## src/rtl/mat_calc_pkg.sv

```systemverilog
// Shared types and constants for the error countdown supervisor.
package mat_calc_pkg;

  typedef enum logic [1:0] {
    StIdle    = 2'd0,
    StCount   = 2'd1,
    StExpired = 2'd2,
    StLocked  = 2'd3
  } sup_state_t;

  localparam int unsigned CLK_FREQ = 100_000_000;

  localparam logic SEG_MODE_OP  = 1'b0;
  localparam logic SEG_MODE_CNT = 1'b1;

  // Index of the lowest set bit; bit 0 is the highest-priority source.
  function automatic logic [2:0] lowest_set(input logic [7:0] v);
    logic [2:0] idx;
    idx = 3'd0;
    for (int i = 7; i >= 0; i--) begin
      if (v[i]) idx = 3'(i);
    end
    return idx;
  endfunction

endpackage

```

## src/rtl/err_countdown_supervisor_tick_prescaler.sv

```systemverilog
// Free-running divider producing a one-cycle tick every TICK_DIV enabled cycles.
module tick_prescaler #(
  parameter int unsigned TICK_DIV = 4
) (
  input  logic clk,
  input  logic rst,
  input  logic i_en,
  input  logic i_clr,
  output logic o_tick
);

  localparam int unsigned CntW = (TICK_DIV > 1) ? $clog2(TICK_DIV) : 1;
  localparam logic [CntW-1:0] CntMax = CntW'(TICK_DIV - 1);

  logic [CntW-1:0] r_cnt;

  assign o_tick = i_en && (r_cnt == CntMax);

  always_ff @(posedge clk) begin
    if (rst || i_clr) begin
      r_cnt <= '0;
    end else if (i_en) begin
      r_cnt <= (r_cnt == CntMax) ? '0 : r_cnt + CntW'(1);
    end
  end

endmodule

```

## src/rtl/err_countdown_supervisor.sv

```systemverilog
// Error supervisor: edge-detects error sources, runs a programmable seconds countdown
// and drives the seg7 enable/mode/digit plus a timeout pulse for the control FSM.
module err_countdown_supervisor
  import mat_calc_pkg::*;
#(
  parameter int unsigned N_SRC       = 2,
  parameter int unsigned TICK_DIV    = CLK_FREQ,
  parameter int unsigned SEC_W       = 4,
  parameter int unsigned DEFAULT_SEC = 10,
  parameter int unsigned RETRIGGER   = 1
) (
  input  logic             clk,
  input  logic             rst,
  input  logic [N_SRC-1:0] i_err,
  input  logic             i_lock,
  input  logic             i_calc_busy,
  input  logic             i_clear,
  input  logic [SEC_W-1:0] i_cfg_sec,
  output logic             o_timeout,
  output logic [SEC_W-1:0] o_time_val,
  output logic             o_seg_en,
  output logic             o_seg_mode,
  output logic [2:0]       o_err_src,
  output logic             o_active
);

  sup_state_t       r_state;
  logic [N_SRC-1:0] r_err_d;
  logic [SEC_W-1:0] r_sec;
  logic             r_timeout;
  logic             r_seg_en;
  logic             r_seg_mode;
  logic [2:0]       r_err_src;
  logic             r_active;

  logic [N_SRC-1:0] w_rise;
  logic [7:0]       w_rise8;
  logic [2:0]       w_src;
  logic [SEC_W-1:0] w_load_sec;
  logic             w_load;
  logic             w_tick;

  assign w_rise = i_err & ~r_err_d;

  always_comb begin
    w_rise8 = '0;
    w_rise8[N_SRC-1:0] = w_rise;
  end

  assign w_src      = lowest_set(w_rise8);
  assign w_load_sec = (i_cfg_sec == '0) ? SEC_W'(DEFAULT_SEC) : i_cfg_sec;
  // A load also restarts the prescaler so the first tick lands TICK_DIV cycles later.
  assign w_load     = !i_lock && !i_clear && (|w_rise) &&
                      ((r_state == StIdle) || ((r_state == StCount) && (RETRIGGER != 0)));

  tick_prescaler #(
    .TICK_DIV(TICK_DIV)
  ) u_prescaler (
    .clk   (clk),
    .rst   (rst),
    .i_en  (r_state == StCount),
    .i_clr (w_load),
    .o_tick(w_tick)
  );

  always_ff @(posedge clk) begin
    if (rst) begin
      r_state    <= StIdle;
      r_err_d    <= '0;
      r_sec      <= '0;
      r_timeout  <= 1'b0;
      r_seg_en   <= 1'b0;
      r_seg_mode <= SEG_MODE_OP;
      r_err_src  <= '0;
      r_active   <= 1'b0;
    end else begin
      r_err_d    <= i_err;
      r_timeout  <= 1'b0;
      r_seg_en   <= i_calc_busy;
      r_seg_mode <= SEG_MODE_OP;
      r_active   <= 1'b0;
      if (i_lock) begin
        r_state  <= StLocked;
        r_seg_en <= 1'b0;
      end else if (i_clear) begin
        r_state <= StIdle;
        r_sec   <= '0;
      end else begin
        unique case (r_state)
          StIdle: begin
            if (w_load) begin
              r_state    <= StCount;
              r_sec      <= w_load_sec;
              r_err_src  <= w_src;
              r_seg_en   <= 1'b1;
              r_seg_mode <= SEG_MODE_CNT;
              r_active   <= 1'b1;
            end
          end
          StCount: begin
            r_seg_en   <= 1'b1;
            r_seg_mode <= SEG_MODE_CNT;
            r_active   <= 1'b1;
            if (i_err == '0) begin
              r_state    <= StIdle;
              r_sec      <= '0;
              r_seg_en   <= i_calc_busy;
              r_seg_mode <= SEG_MODE_OP;
              r_active   <= 1'b0;
            end else if (w_load) begin
              r_sec     <= w_load_sec;
              r_err_src <= w_src;
            end else if (w_tick) begin
              if (r_sec > SEC_W'(1)) begin
                r_sec <= r_sec - SEC_W'(1);
              end else begin
                r_sec     <= '0;
                r_timeout <= 1'b1;
                r_state   <= StExpired;
                r_active  <= 1'b0;
              end
            end
          end
          StExpired: begin
            if (i_err == '0) begin
              r_state <= StIdle;
            end else begin
              r_seg_en   <= 1'b1;
              r_seg_mode <= SEG_MODE_CNT;
            end
          end
          StLocked: r_state <= StIdle;
          default:  r_state <= StIdle;
        endcase
      end
    end
  end

  assign o_timeout  = r_timeout;
  assign o_time_val = r_sec;
  assign o_seg_en   = r_seg_en;
  assign o_seg_mode = r_seg_mode;
  assign o_err_src  = r_err_src;
  assign o_active   = r_active;

endmodule
```

## config.mk

```make
export PLATFORM = sky130hd
export DESIGN_NAME = err_countdown_supervisor
export DESIGN_NICKNAME = d
export VERILOG_FILES = /design/src/rtl/mat_calc_pkg.sv /design/src/rtl/err_countdown_supervisor_tick_prescaler.sv /design/src/rtl/err_countdown_supervisor.sv
export SDC_FILE = /design/constraint.sdc
export NUM_CORES = 1
export LEC_CHECK = 0
export ABC_AREA = 0
export BUFFER_PORTS_ARGS = -buffer_cell sky130_fd_sc_hd__buf_2
export CORE_ASPECT_RATIO = 1.5
export CORE_MARGIN = 5
export CORE_UTILIZATION = 34
export DETAILED_ROUTE_END_ITERATION = 7
export GPL_TIMING_DRIVEN = 0
export HOLD_SLACK_MARGIN = 0.15
export PLACE_DENSITY = 0.62
export SYNTH_ARGS = -nofsm -noshare
export SYNTH_HDL_FRONTEND = slang
export SYNTH_SLANG_ARGS = --single-unit
```

## constraint.sdc

```tcl
create_clock -name clk -period 2.8 [get_ports clk]
set_input_delay 0.14 -clock clk [delete_from_list [all_inputs] [get_ports clk]]
set_output_delay 0.14 -clock clk [all_outputs]
set_load 0.02 [all_outputs]
```

==> flow_metrics.py, run 1 <==
metrics = {
    "timing": {
        "setup_viol": 0,
        "hold-worst-slack_ps": 162,
        "relSlewSlack_pct": 40.8,
        "period_share_pct": 80.2,
        "fin_ws_ps": 553,
        "finalHoldViolations": 0,
        "finalClockSkew_ps": 6.88,
        "post-route-min-period_ps": 2250,
        "max_freq_mhz": 445,
        "setup_tns_ps": 0,
        "rsz0062_at_grt": "no",
        "maxSlewViolCount": 0,
        "worst_slew_pin_slew_ps": 876,
    },
    "placement": {
        "dpl.hpwl_mm": 3.36,
        "port_buffers": 19,
        "dpl-instance-area_um2": 2270,
        "place_inst": 338,
        "pre_cts_ws_ps": 264,
        "gp_congestion": 0.799,
    },
    "synthesis": {
        "synthCells": 244,
        "synth_edf_count": 0,
        "syn-cell-area_um2": 2080,
        "synth_top_cell_by_area": "dfxtp_1",
        "synth_area_leaders": "dfxtp_1 (39%), nor2_1 (6.7%), xnor2_1 (6.3%), xor2_1 (4.6%), ha_1 (4.2%)",
        "synth-compound-area-share_pct": 10.1,
        "synth_xor_area_share_pct": 11.0,
        "ys_seq_elements": 40,
        "yosys.area_share.adder_pct": 4.21,
        "synth-main-ff-cell": "dfxtp_1",
        "avgSynthCellArea_um2": 8.52,
        "synth-async-reset-ratio_pct": 0,
        "synth_top_area_share_pct": 38.5,
        "yosys.area_share.simple_pct": 30.4,
        "muxShareOfSynthArea_pct": 0.481,
        "seq_area_frac_synth_pct": 38.5,
        "synth_cell_types": 49,
        "synth_top_family_by_area": "simple AND/OR/NAND/NOR gates",
        "yosysWarnings": 0,
    },
    "cells_and_area": {
        "antenna_cells": 0,
        "fin_nets": 293,
        "drive_gt1_share_pct": 15.9,
        "syn_to_final_growth_pct": 15.8,
        "stdcell_count": 350,
        "design_area_um2": 2410,
        "nFillCells": 648,
    },
    "route": {
        "drtIter0Drc": 88,
        "drtPass1Iterations": 4,
        "route.detailed.wl_per_inst_um": 12.8,
        "ant_nets": 0,
        "drcViolationCount": 0,
        "vias_per_cell": 5.21,
        "wl_mm": 4.48,
        "dr_total_vias": 1823,
    },
    "clock_network": {
        "clk_pin_slew_ps": 80,
        "cts_root_buffer": "clkbuf_8",
        "cts_tree": "built",
        "clk_path_buf_depth": 2,
        "cts_made_buffers": 5,
        "h-tree-depth": 2,
        "clock_sinks": 40,
        "clock_latency_ps": 280,
    },
    "critical_path": {
        "crit_path_cell_trace": "inv_1, ha_1, buf_6, nand4_1, or4_1, buf_2, nor4_1, xnor2_1, nor2_2",
        "start_kind": "flop",
        "cp_slowest_cell": "or4_1",
        "cp.required_ps": 2980,
        "slowest_delay_ps": 500,
        "arrival_ps": 2430,
        "path_max_fanout": 10,
        "crit_type": "flop to flop",
        "cp-end-kind": "flop",
    },
    "global_routing": {
        "grt_usage_pct": 12.2,
        "grt_pass1_wl_mm": 7.80,
        "grt_pass1_vias": 1734,
        "grt.overflow.total": 0,
        "antenna_found_initial": 0,
        "grt_max_degree": 12,
    },
    "floorplanning": {
        "dieArea_um2": 7810,
        "core_area_um2": 6040,
        "row_count": 35,
        "ios": 22,
        "die_h_um": 106,
        "start_util_pct": 34.4,
        "fp.dieW_um": 73.9,
    },
    "power": {
        "p_per_area_nw_per_um2": 468,
        "ir_drop_v": 0.000316,
        "comb_power_share_pct": 13.1,
        "power.internal_mw": 0.845,
        "swShare_pct": 25.1,
        "pwr-share-seq_pct": 52.3,
        "leakagePower_nw": 0.884,
        "p_sw_mw": 0.282,
        "clkPwrFrac_pct": 34.6,
    },
    "run_status": {
        "run_status": "finished clean",
    },
    "hold_path": {
        "hp-class": "primary input to flop",
    },
    "job": {
        "drv_cap": 0,
    },
}
==> routing by layer <==
layer	wire length [um]	vias up	track usage [%]
met4	118	0	5.31
met2	2300	40	20.9
met3	162	11	2.58
li1	-	931	-
met1	1900	841	14.1
met5	0	-	0
==> Yosys cell counts (3+ instances only) <==
| cell | instances |
|---|---|
| o22ai_1 | 5 |
| nor4_1 | 8 |
| nor3_1 | 14 |
| xor2_1 | 11 |
| and3_1 | 3 |
| xnor2_1 | 15 |
| inv_1 | 11 |
| or2_2 | 3 |
| nor2_1 | 37 |
| nor2b_1 | 3 |
| buf_6 | 3 |
| nor2_2 | 3 |
| nand3_1 | 11 |
| and4_1 | 3 |
| ha_1 | 7 |
| o21ai_0 | 6 |
| nand2_1 | 11 |
| dfxtp_1 | 40 |
| nand4_1 | 11 |
==> through the flow <==
step                utilization (%)  total power [mW]
floorplan                         -             0.705
global placement               37.6             0.745
detailed placement             37.6             0.746
CTS                            39.7              1.14
global route                   39.8              1.18
finish                         39.8              1.13
==> worst max-delay path: cells and delay by family, from the launching register on <==
kind          cells  cell delay [ps]
simple gates      4             1050
buf+inv           3              410
flops             1              340
xor+xnor          1              180
fa+ha+maj         1              160
==> power by group through the flow <==
stage / sequential [mW] / combinational, mW / clock [mW]
after floorplan: 0.609 / 0.0957 / 0
after global placement: 0.603 / 0.142 / 0
after detailed placement: 0.603 / 0.142 / 0
after CTS: 0.590 / 0.148 / 0.405
after global routing: 0.592 / 0.165 / 0.424
final: 0.590 / 0.147 / 0.390
==> cells in the final DEF (no fill, tap or decap), types with 2 or more instances in the layout <==
master,netlist,final
nor2_1,37,37
nand2b_1,2,2
dfxtp_1,40,40
buf_4,2,2
o311a_1,2,2
buf_2,2,21
a21oi_1,2,2
nor2b_1,3,3
clkbuf_8,0,6
a22oi_1,2,2
o22ai_1,5,5
o21ai_0,6,6
or3_1,2,2
nand3_1,11,11
conb_1,1,2
clkbuf_1,2,4
xnor2_1,15,15
inv_1,11,11
buf_6,3,3
or2_2,3,3
dlygate4sd3_1,0,4
nand2_1,11,11
or4_1,2,2
nand4_1,11,11
nor3_1,14,14
and3_1,3,3
nor4_1,8,7
ha_1,7,7
and4_1,3,3
xor2_1,11,11
nor2_2,3,3
==> state kept, by name (all words and copies together) (netlist names) <==
name / flops
u_prescaler.r_cnt: 27
o_time_val: 4
r_err_d: 2
r_state: 2
o_active: 1
o_err_src: 1
o_seg_en: 1
o_seg_mode: 1
o_timeout: 1
==> path summary, 6_finish.rpt <==
check | from | end | slack (ps) | cells after the start
setup / recovery | r_state[1]$_SDFFE_PP0P_ | u_prescaler.r_cnt[23]$_SDFFE_PP0N_ | 550 | 9
hold / removal | i_cfg_sec[0] | o_time_val[0]$_SDFFE_PP0P_ | 160 | 3
setup reg to reg | r_state[1]$_SDFFE_PP0P_ | u_prescaler.r_cnt[23]$_SDFFE_PP0N_ | 550 | 9
hold reg to reg | o_err_src[0]$_SDFFE_PP0P_ | o_err_src[0]$_SDFFE_PP0P_ | 510 | 2
==> cell families (layout without fill, tap and decap cells) <==
group / count (synthesis) / after routing
compound gates: 29 / 29
xor+xnor: 26 / 26
fa+ha+maj: 7 / 7
buf+inv: 20 / 51
flops: 40 / 40
mux: 1 / 1
other cells: 1 / 2
simple gates: 120 / 120
==> final cells by class <==
cell class	instances	area, um^2	area share (%)
buffer	9	66.3	2.75
sequential	40	801	33.3
inverter	11	41.3	1.72
tap	74	92.6	3.85
multi-input combinational	185	1180	49.1
timing repair buffer	23	135	5.61
clock buffer	8	90.1	3.74
==> what timing repair did <==
| action | 4_1_cts | 5_1_grt |
|---|---|---|
| hold buffers | 4 | 0 |
| buffers inserted | 0 | 0 |
| hold endpoints to repair | 4 | 0 |
| gates resized for setup | 0 | 1 |
| setup endpoints to repair | 0 | 3 |
(Power assumes the default switching activity.)
==> inputs of run 2 (changes only) <==
--- a/config.mk
+++ b/config.mk
@@ -13,7 +13,7 @@
 export DETAILED_ROUTE_END_ITERATION = 7
 export GPL_TIMING_DRIVEN = 0
 export HOLD_SLACK_MARGIN = 0.15
-export PLACE_DENSITY = 0.62
+export PLACE_DENSITY = 0.64
 export SYNTH_ARGS = -nofsm -noshare
 export SYNTH_HDL_FRONTEND = slang
 export SYNTH_SLANG_ARGS = --single-unit
==> constraint.sdc (replaced) <==
create_clock -name clk -period 1.81 [get_ports clk]
set_input_delay 0.0905 -clock clk [delete_from_list [all_inputs] [get_ports clk]]
set_output_delay 0.0905 -clock clk [all_outputs]
set_load 0.02 [all_outputs]
==> flow_metrics.py, run 2 (synthesis gave the netlist of run 1 again) <==
metrics = {
    "cells_and_area": {
        "seq_area_um2": 818,
        "syn_to_final_growth_pct": 41.0,
        "final_common_cell": "nor2_1",
        "regMostFlops": "u_prescaler.r_cnt",
        "drive_gt1_share_pct": 36.3,
        "multi_input_area_um2": 1450,
        "nFillCells": 571,
        "antenna_cells": 0,
        "largest_reg_flops": 27,
        "design_area_um2": 2930,
        "fin_nets": 320,
        "final_cell_mix": "nor2_1 (35), dfxtp_1 (30), buf_4 (26), buf_2 (19), xnor2_1 (15)",
    },
    "placement": {
        "dpl.hpwl_mm": 3.39,
        "gp_congestion": 0.846,
        "dpl-instance-area_um2": 2350,
        "port_buffers": 19,
        "pre_cts_ws_ps": -348,
    },
    "floorplanning": {
        "die_h_um": 106,
        "dieArea_um2": 7810,
        "start_util_pct": 34.4,
        "row_count": 35,
        "core_area_um2": 6040,
        "fp.dieW_um": 73.9,
        "ios": 22,
    },
    "critical_path": {
        "cp-end-kind": "flop",
        "crit_path_cell_trace": "inv_2, ha_4, nand4_1, or4_4, buf_12, nor4_4, xnor2_1, nor2_2",
        "worstSetupStartpoint": "r_state[1]$_SDFFE_PP0P_",
        "r2r-start": "r_state[1]$_SDFFE_PP0P_",
        "cp.required_ps": 1990,
        "arrival_ps": 2130,
        "slowest_delay_ps": 530,
        "cp_slowest_cell": "or4_4",
        "crit_buf_inv": 2,
        "crit_family": "simple AND/OR/NAND/NOR gates",
        "start_kind": "flop",
        "path_max_fanout": 6,
        "crit_type": "flop to flop",
    },
    "clock_network": {
        "clk_pin_slew_ps": 80,
        "cts_root_buffer": "clkbuf_8",
        "clock_sinks": 40,
        "cts_tree": "built",
        "cts_made_buffers": 5,
        "clk_path_buf_depth": 2,
        "clock_latency_ps": 290,
        "h-tree-depth": 2,
    },
    "route": {
        "route.detailed.wl_per_inst_um": 13.8,
        "drcViolationCount": 0,
        "drtPass1Iterations": 4,
        "wl_mm": 5.18,
        "dr_total_vias": 1935,
        "ant_nets": 0,
        "drtIter0Drc": 80,
        "vias_per_cell": 5.17,
    },
    "hold_path": {
        "holdCritStartpoint": "i_clear",
        "hp-class": "primary input to flop",
    },
    "global_routing": {
        "antenna_found_initial": 0,
        "top_usage_layer": "met2",
        "grt_usage_pct": 12.9,
        "grt_pass1_wl_mm": 8.28,
        "grt_use_met1_pct": 14.9,
        "grt_pass1_vias": 1896,
        "grt.met2_usage_pct": 22.9,
        "grt_util_met3_pct": 1.91,
        "grt.overflow.total": 0,
        "grt_max_degree": 11,
    },
    "timing": {
        "worst_slew_pin_slew_ps": 632,
        "maxSlewViolCount": 0,
        "setup_viol": 7,
        "post-route-min-period_ps": 1950,
        "max_freq_mhz": 513,
        "finalClockSkew_ps": 7.14,
        "period_share_pct": 108,
        "fin_ws_ps": -141,
        "rsz0062_at_grt": "yes",
        "finalHoldViolations": 0,
        "setup_tns_ps": -641,
        "relSlewSlack_pct": 57.7,
    },
    "power": {
        "p_per_area_nw_per_um2": 602,
        "leakagePower_nw": 1.19,
        "ir_drop_v": 0.000326,
    },
    "job": {
        "drv_cap": 0,
    },
    "run_status": {
        "run_status": "finished, violations left",
        "failed_checks": "setup timing",
    },
}
[run 2: cell types whose count changed in the layout (fill, tap and decap cells not counted), sizes merged]
cell         change
clkbuf           -5
dlygate4sd3      +3
buf             +26
[run 2: timing repair]
action	in CTS	in global routing
resized for setup	29	27
pin swaps	13	9
endpoints found under the hold margin	8	0
hold buffers	7	0
endpoints found under the setup margin	34	34
setup buffers	18	9
[run 2: layout make-up]
type | instances | area share [%]
Multi-Input combinational cell | 185 | 49.3
Sequential cell | 40 | 27.9
Timing Repair Buffer | 53 | 13.5
Tap cell | 74 | 3.16
Clock buffer | 5 | 2.35
Buffer | 6 | 2.35
Inverter | 11 | 1.41
[run 2: path summary, 6_finish.rpt]
path,to,slack [ps],cells after the start
worst max-delay path,u_prescaler.r_cnt[23]$_SDFFE_PP0N_,-140,8
worst min-delay path,o_timeout$_SDFF_PP0_,220,3
worst max register to register,u_prescaler.r_cnt[23]$_SDFFE_PP0N_,-140,8
worst min register to register,o_err_src[0]$_SDFFE_PP0P_,500,2
[run 2: tightest hold or removal path, stage by stage]
cell and delay [ps]:
buf_2 120, nor2_1 60, and4_1 180
[run 2: routing by layer]
layer / vias up / part of all wire [%]
li1: 975 / -
met1: 917 / 40
met2: 30 / 55
met3: 13 / 2.0
met4: 0 / 2.5
met5: - / 0
[run 2: power by group]
group	switching, mW	internal, mW	total (mW)	leakage, nW
clock network	0.294	0.249	0.543	0.0359
logic	0.161	0.147	0.307	0.821
registers	0.0161	0.901	0.917	0.329
[run 2: per-stage QoR]
stage	total power [mW]	utilization [%]	cells	hold slack (ps)
finish	1.77	48.5	374	218
global route	1.85	48.5	374	227
CTS	1.76	45.1	366	214
detailed placement	1.16	38.8	338	327
global placement	1.16	38.8	338	323
floorplan	1.10	-	245	162
==> inputs of run 3 (changes only) <==
--- a/config.mk
+++ b/config.mk
@@ -5,9 +5,8 @@
 export SDC_FILE = /design/constraint.sdc
 export NUM_CORES = 1
 export LEC_CHECK = 0
-export ABC_AREA = 0
 export BUFFER_PORTS_ARGS = -buffer_cell sky130_fd_sc_hd__buf_2
-export CORE_ASPECT_RATIO = 1.5
+export CORE_ASPECT_RATIO = 2
 export CORE_MARGIN = 5
 export CORE_UTILIZATION = 34
 export DETAILED_ROUTE_END_ITERATION = 7
==> flow_metrics.py, run 3 (synthesis gave the netlist of run 1 again) <==
metrics = {
    "power": {
        "p_per_area_nw_per_um2": 713,
        "ir_drop_v": 0.000464,
        "totalPowerFinal_mw": 2.14,
        "leakagePower_nw": 1.18,
        "power.internal_mw": 1.61,
        "p_sw_mw": 0.527,
        "clkPwrFrac_pct": 41.4,
        "comb_power_share_pct": 15.7,
        "pwr-share-seq_pct": 42.8,
        "swShare_pct": 24.6,
    },
    "clock_network": {
        "clk_path_buf_depth": 2,
        "h-tree-depth": 2,
        "cts_root_buffer": "clkbuf_16",
        "clock_sinks": 40,
        "cts_tree": "built",
        "cts_made_buffers": 5,
        "clock_latency_ps": 280,
        "clk_pin_slew_ps": 50,
    },
    "cells_and_area": {
        "design_area_um2": 3000,
        "syn_to_final_growth_pct": 44.3,
        "drive_gt1_share_pct": 37.8,
        "largest_reg_flops": 27,
        "regMostFlops": "u_prescaler.r_cnt",
        "antenna_cells": 0,
        "final_cell_mix": "nor2_1 (31), dfxtp_1 (26), buf_4 (24), buf_2 (19), xnor2_1 (15)",
        "final_common_cell": "nor2_1",
        "fin_nets": 316,
        "fin_util_pct": 50.0,
    },
    "global_routing": {
        "top_usage_layer": "met2",
        "grt_util_met3_pct": 2.79,
        "grt_usage_pct": 15.0,
        "antenna_found_initial": 0,
        "grt_pass1_vias": 1952,
        "grt_max_degree": 12,
        "grt.met2_usage_pct": 27.7,
        "grt_pass1_wl_mm": 9.12,
        "grt_use_met1_pct": 14.9,
        "grt.overflow.total": 0,
    },
    "critical_path": {
        "crit_path_cell_trace": "dlygate4sd3_1, buf_2, o21ai_0, nor2_1, a32oi_1, o22ai_1",
        "crit_type": "primary input to flop",
        "cp-end-kind": "flop",
        "arrival_ps": 1980,
        "cp_slowest_cell": "o21ai_0",
        "slowest_delay_ps": 630,
        "cp.required_ps": 1960,
        "path_max_fanout": 6,
        "start_kind": "primary input",
    },
    "job": {
        "drv_cap": 0,
    },
    "floorplanning": {
        "ios": 22,
        "dieArea_um2": 7880,
        "fp.dieW_um": 65.3,
        "row_count": 40,
        "core_area_um2": 6010,
        "start_util_pct": 34.6,
        "die_h_um": 121,
    },
    "timing": {
        "fin_ws_ps": -26.3,
        "relSlewSlack_pct": 47.5,
        "period_share_pct": 101,
        "post-route-min-period_ps": 1840,
        "max_freq_mhz": 545,
        "maxSlewViolCount": 0,
        "worst_slew_pin_slew_ps": 779,
        "rsz0062_at_grt": "yes",
        "setup_tns_ps": -64.4,
        "setup_viol": 4,
        "finalClockSkew_ps": 3.45,
        "finalHoldViolations": 0,
    },
    "hold_path": {
        "hp-class": "primary input to flop",
    },
    "route": {
        "drcViolationCount": 0,
        "vias_per_cell": 5.43,
        "route.detailed.wl_per_inst_um": 15.4,
        "ant_nets": 0,
        "drtIter0Drc": 103,
        "dr_total_vias": 1964,
        "drtPass1Iterations": 4,
        "wl_mm": 5.57,
    },
    "placement": {
        "gp_congestion": 0.839,
        "port_buffers": 19,
        "dpl.hpwl_mm": 3.72,
        "dpl-instance-area_um2": 2330,
        "pre_cts_ws_ps": -332,
    },
    "run_status": {
        "failed_checks": "setup timing",
        "run_status": "finished, violations left",
    },
}
==> run 3: cell count changes in the layout (fill, tap and decap cells not counted), moves of 3 or more <==
cell | previous run | this run
buf_8 | 0 | 3
buf_6 | 4 | 1
clkbuf_8 | 5 | 1
nor2_2 | 3 | 7
nor2_1 | 35 | 31
clkbuf_16 | 0 | 6
dfxtp_1 | 30 | 26
==> run 3: power by group through the flow <==
stage / clock network (mW) / logic, mW / registers (mW)
after floorplan: 0 / 0.151 / 0.945
after global placement: 0 / 0.227 / 0.935
after detailed placement: 0 / 0.228 / 0.936
after CTS: 0.915 / 0.284 / 0.917
after global routing: 0.947 / 0.368 / 0.920
final: 0.887 / 0.337 / 0.918
==> run 3: cell type report <==
cell class / count / area (um^2)
Sequential cell: 40 / 828
Multi-Input combinational cell: 185 / 1460
Clock buffer: 8 / 146
Tap cell: 63 / 78.8
Timing Repair Buffer: 49 / 367
Fill cell: 544 / 3000
Buffer: 6 / 80.1
Inverter: 11 / 46.3
==> run 3: what timing repair did <==
| item | CTS | global route |
|---|---|---|
| cloned | 0 | 1 |
| hold buffers | 5 | 0 |
| buffers inserted | 18 | 7 |
| setup endpoints to repair | 34 | 34 |
| endpoints found under the hold margin | 6 | 0 |
| resized for setup | 32 | 37 |
| pin swaps | 13 | 22 |
==> run 3: worst paths after layout <==
| kind | startpoint | endpoint | slack (ps) | cells after the start |
|---|---|---|---|---|
| worst max-delay path | i_err[0] | o_time_val[0]$_SDFFE_PP0P_ | -30 | 6 |
| worst min-delay path | i_cfg_sec[0] | o_time_val[0]$_SDFFE_PP0P_ | 160 | 3 |
| worst max register to register | r_state[1]$_SDFFE_PP0P_ | u_prescaler.r_cnt[25]$_SDFFE_PP0N_ | -20 | 8 |
| worst min register to register | o_err_src[0]$_SDFFE_PP0P_ | o_err_src[0]$_SDFFE_PP0P_ | 500 | 2 |
==> run 3: critical path, delay by kind of cell <==
family	cells	cell delay, ps
buffers and inverters	2	690
AND/OR/NAND/NOR	1	200
AO/OA/AOI/OAI	3	1000
==> run 3: stage by stage <==
step,instances,hold WS [ps]
6_report,362,165
3_3_place_gp,327,323
2_1_floorplan,245,162
4_1_cts,356,156
5_1_grt,362,180
3_5_place_dp,327,324
==> run 3: routing by layer <==
metal,vias to the layer above,wire length [um]
li1,973,-
met1,916,1910
met2,61,3250
met3,14,208
met4,0,204
met5,-,0
